### src/rtl/vga_sync.sv
// 640x480@60 VGA timing generator: pixel-rate divider, scan counters and
// registered sync/visible-area decodes aligned with the pixel coordinates.
module vga_sync #(
    parameter int CLK_DIV   = 4,
    parameter int H_DISPLAY = 640,
    parameter int H_FRONT   = 16,
    parameter int H_SYNC    = 96,
    parameter int H_BACK    = 48,
    parameter int V_DISPLAY = 480,
    parameter int V_FRONT   = 10,
    parameter int V_SYNC    = 2,
    parameter int V_BACK    = 33
) (
    input  logic       clk,
    input  logic       reset,
    output logic       p_tick,
    output logic [9:0] pixel_x,
    output logic [9:0] pixel_y,
    output logic       video_on,
    output logic       hsync,
    output logic       vsync,
    output logic       frame_start
);

    localparam int H_TOTAL = H_DISPLAY + H_FRONT + H_SYNC + H_BACK;
    localparam int V_TOTAL = V_DISPLAY + V_FRONT + V_SYNC + V_BACK;

    localparam logic [9:0] DIV_LAST = 10'(CLK_DIV - 1);
    localparam logic [9:0] H_LAST   = 10'(H_TOTAL - 1);
    localparam logic [9:0] V_LAST   = 10'(V_TOTAL - 1);
    localparam logic [9:0] H_VIS    = 10'(H_DISPLAY);
    localparam logic [9:0] V_VIS    = 10'(V_DISPLAY);
    localparam logic [9:0] HS_START = 10'(H_DISPLAY + H_FRONT);
    localparam logic [9:0] HS_END   = 10'(H_DISPLAY + H_FRONT + H_SYNC);
    localparam logic [9:0] VS_START = 10'(V_DISPLAY + V_FRONT);
    localparam logic [9:0] VS_END   = 10'(V_DISPLAY + V_FRONT + V_SYNC);

    logic [9:0] div_cnt;
    logic [9:0] x_next;
    logic [9:0] y_next;
    logic       line_end;
    logic       frame_wrap;

    // Decodes use the next-state counts so registered outputs line up with pixel_x/pixel_y.
    always_comb begin
        line_end   = p_tick && (pixel_x == H_LAST);
        frame_wrap = line_end && (pixel_y == V_LAST);
        x_next     = pixel_x;
        y_next     = pixel_y;
        if (p_tick) begin
            x_next = line_end ? 10'd0 : pixel_x + 10'd1;
        end
        if (line_end) begin
            y_next = frame_wrap ? 10'd0 : pixel_y + 10'd1;
        end
    end

    always_ff @(posedge clk) begin
        if (!reset) begin
            div_cnt     <= 10'd0;
            p_tick      <= 1'b0;
            pixel_x     <= 10'd0;
            pixel_y     <= 10'd0;
            video_on    <= 1'b0;
            hsync       <= 1'b1;
            vsync       <= 1'b1;
            frame_start <= 1'b0;
        end else begin
            div_cnt     <= (div_cnt == DIV_LAST) ? 10'd0 : div_cnt + 10'd1;
            p_tick      <= (div_cnt == DIV_LAST);
            pixel_x     <= x_next;
            pixel_y     <= y_next;
            video_on    <= (x_next < H_VIS) && (y_next < V_VIS);
            hsync       <= !((x_next >= HS_START) && (x_next < HS_END));
            vsync       <= !((y_next >= VS_START) && (y_next < VS_END));
            frame_start <= frame_wrap;
        end
    end

endmodule

### config.mk
export PLATFORM = sky130hd
export DESIGN_NAME = vga_sync
export DESIGN_NICKNAME = d
export VERILOG_FILES = /design/src/rtl/vga_sync.sv
export SDC_FILE = /design/constraint.sdc
export NUM_CORES = 1
export LEC_CHECK = 0
export CORE_MARGIN = 1
export CORE_UTILIZATION = 53
export CTS_CLUSTER_DIAMETER = 50
export DETAILED_ROUTE_END_ITERATION = 16
export GPL_ROUTABILITY_DRIVEN = 1
export PLACE_DENSITY = 0.79
export SKIP_LAST_GASP = 1
export SLEW_MARGIN = 30
export SYNTH_ARGS = -nofsm -noshare
export SYNTH_HDL_FRONTEND = slang
export SYNTH_SLANG_ARGS = --single-unit
### constraint.sdc
create_clock -name clk -period 2.4 [get_ports clk]
set_clock_uncertainty 0.1 [all_clocks]
set_input_delay 0.48 -clock clk [delete_from_list [all_inputs] [get_ports clk]]
set_output_delay 0.48 -clock clk [all_outputs]
set_load 0.005 [all_outputs]
==> impl_results.md <==
* RSZ-0062 raised after global routing: no
* Seq pwr share at 62.3%
* Area grow syn2layout at 20.9%
* Clk slew on worst S/H paths at 0.10 ns
* NetSw at 222 uW
* Filler cells at 264
* CTS tree: done
* Number of vias per cell at 5.69
* Pwr Density at 462 nW/um2
* Power share of the clock group at between 30% and 40%
* Post-layout nets at 231
* Detailed Route WL at approximately 3.8 mm
* Synth Flop Type: dfxtp_1
* Internal Pwr Total at 738 uW
* Vias in the first global route at around 1400
* Initial Utilization at 55.9%
* First-pass GRT wire length at 6.53 mm
* Fmax at 472 MHz
* Vias at 1530
* Total grt overflow at 0
* WL/cell at roughly 14 um
* Top Layer Used: met4
* Minimum clock period at 2.12 ns
* Fin. max-slew vios at 0
* Num rows at 20
* Gpl congestion at 0.859
* Combinational power share at 3.5%
* Post-synth design cell area at 1720 um2
* Antenna violations before repair at 0
* Max-Cap Viols at 0
* Drt first-iter violations at 77
* Syn Nets at approximately 200
* Footprint of the multi-input gates at 960 um2
* Setup crit end kind: flip-flop
* CP max FO at 5
* I/O Buffers at 26
* Startpoint types: flip-flop
* Ys async rst share at 0%
* Die W at 59.0 um
* Clk buf depth at 2
* Synthesized flop and latch total at 35
* Largest net degree at the start of global routing at 17
* Leak Pwr at 0.000748 uW
* Seq/Total Area, Yosys at 40.7%
* CTS Buf Count at 5
* Core area at 3080 um2
* Pwr Total at 960 uW
* Top cell type's share of synthesized area at 40.7%
* Syn avg cell area at roughly 8.7 um2
* Final HPWL DP at 2.77 mm
* Post-DRT Antenna Nets at 0
* CTS sink cnt at 35
* Remaining DRCs at 0
* Worst Path Required at 2.54 ns
* Final worst-path cycle share at 88.3%
* Switching share of power at 23.1%
* Setup-failing EPs final at 0
* Maximum VDD drop at 373 uV
* Synth area leaders: dfxtp_1 (41%), xor2_1 (7.6%), nor2_1 (6.3%)
* Gr usage total at 25.1%
* Fin. Hold Viols at 0
* HP Class: flip-flop to flip-flop
* Measured slew at the worst slew-check pin at roughly 0.53 ns
* Synthesis Warnings at 0
* Rel. slew slack at approximately 64%
* Status: completed
* Yosys cell types at 41
* TNS Setup at 0 ns
* Antenna cells at 0
* Area leader, netlist: dfxtp_1
* Clk Latency, worst-skew pair at about 0.34 ns
* 1st-pass router iterations at 4
* Met3 Routed Length at 169 um
* Critical path class: flip-flop to flip-flop
* Layout cells sized above 1 at 7.56%
* EDFF count, synth at 0
* # IOs at 27
* Met2 wire len at roughly 1.8 mm
* Clk Tree Root Cell: clkbuf_4
* Met1 Wirelength at 1.75 mm
* Post-synthesis instance total at 198
* Seq. cell area at 701 um2
* H-tree depth at 2
* Die Area at 3480 um2
* Worst R2R Setup Slack at 0.28 ns
* Worst path arrival time at 2.26 ns
* Die Span Y at 59.0 um
-- power by group through the flow --
stage / clock, uW / sequential [uW] / combinational [uW]
2_1_floorplan: 0 / 610 / 19.7
3_3_place_gp: 0 / 612 / 31.3
3_5_place_dp: 0 / 612 / 33.1
4_1_cts: 329 / 599 / 33.2
5_1_grt: 355 / 600 / 37.3
6_report: 328 / 599 / 33.3
-- critical path: stages, from the launching register on --
cell and delay, ns:
dfxtp_1 0.41, ha_1 0.21, nand4_1 0.32, nor4_4 0.46
xnor2_1 0.18, o31ai_2 0.10, nor4_1 0.25
-- repair_timing --
item	in CTS	in global routing
resized for setup	0	1
hold buffers	0	0
buffers inserted	0	0
setup endpoints to repair	0	1
hold endpoints to repair	0	0
-- flip-flops by register name (all words and copies together), names as in the netlist --
name         count
vsync            1
pixel_y         10
div_cnt         10
pixel_x         10
hsync            1
video_on         1
p_tick           1
frame_start      1
-- metal layers --
layer | GRT usage [%] | vias to the layer above
met5 | 0 | -
met4 | 12.2 | 0
met3 | 6.55 | 9
met2 | 39.9 | 54
met1 | 31.5 | 713
li1 | - | 754
-- final timing paths --
check             depth (start not counted)                    end                  start
setup / recovery                          6    video_on$_SDFF_PN0_  pixel_x[0]$_SDFF_PN0_
hold / removal                            1  div_cnt[0]$_SDFF_PP0_  div_cnt[0]$_SDFF_PP0_
setup reg to reg                          6    video_on$_SDFF_PN0_  pixel_x[0]$_SDFF_PN0_
hold reg to reg                           1  div_cnt[0]$_SDFF_PP0_  div_cnt[0]$_SDFF_PP0_
-- cells in the final DEF, fill, tap and decap left out, types with 3 or more instances in the layout --
cell type,instances
a21oi_1,8
and2_1,3
and3_1,5
and4_1,3
buf_4,5
clkbuf_4,5
clkdlybuf4s50_1,26
dfxtp_1,35
ha_1,4
inv_1,3
nand2_1,14
nand3_1,16
nand4_1,8
nor2_1,29
nor3_1,4
nor4_1,3
o21ai_0,3
xnor2_1,8
xor2_1,15
-- final cells by class --
type | count | area share [%]
clock inverters | 1 | 0.241
inverters | 3 | 0.541
multi-input cells | 149 | 46.1
clock buffers | 6 | 2.47
flip-flops and latches | 35 | 33.7
repair buffers | 31 | 14.3
well taps | 44 | 2.65
-- metrics by stage --
step | setup WS (ns) | hold slack [ns] | utilization (%) | instance area, um2 | std cells
2_1_floorplan | 0.452 | 0.349 | - | 1720 | 198
3_3_place_gp | 0.285 | 0.377 | 65.6 | 2020 | 262
3_5_place_dp | 0.188 | 0.383 | 65.6 | 2020 | 262
4_1_cts | 0.170 | 0.409 | 67.4 | 2070 | 269
5_1_grt | 0.142 | 0.444 | 67.6 | 2080 | 269
6_report | 0.280 | 0.414 | 67.6 | 2080 | 269
-- logic make-up after synthesis --
logic type	count (synthesis)	share of synthesized area [%]
compound gates	20	7.78
xor+xnor	23	11.7
fa+ha+maj	4	2.91
buf+inv	14	3.92
flops	35	40.7
mux	1	0.581
simple gates	101	32.4
-- synth_stat cells, drive strengths merged (5+ instances only) --
library cell / instances
dfxtp: 35
nor2: 29
nand3: 16
xor2: 15
nand2: 14
a21oi: 8
nand4: 8
xnor2: 8
buf: 6
and3: 5
clkbuf: 5
nor3: 5
(Power assumes the default switching activity.)
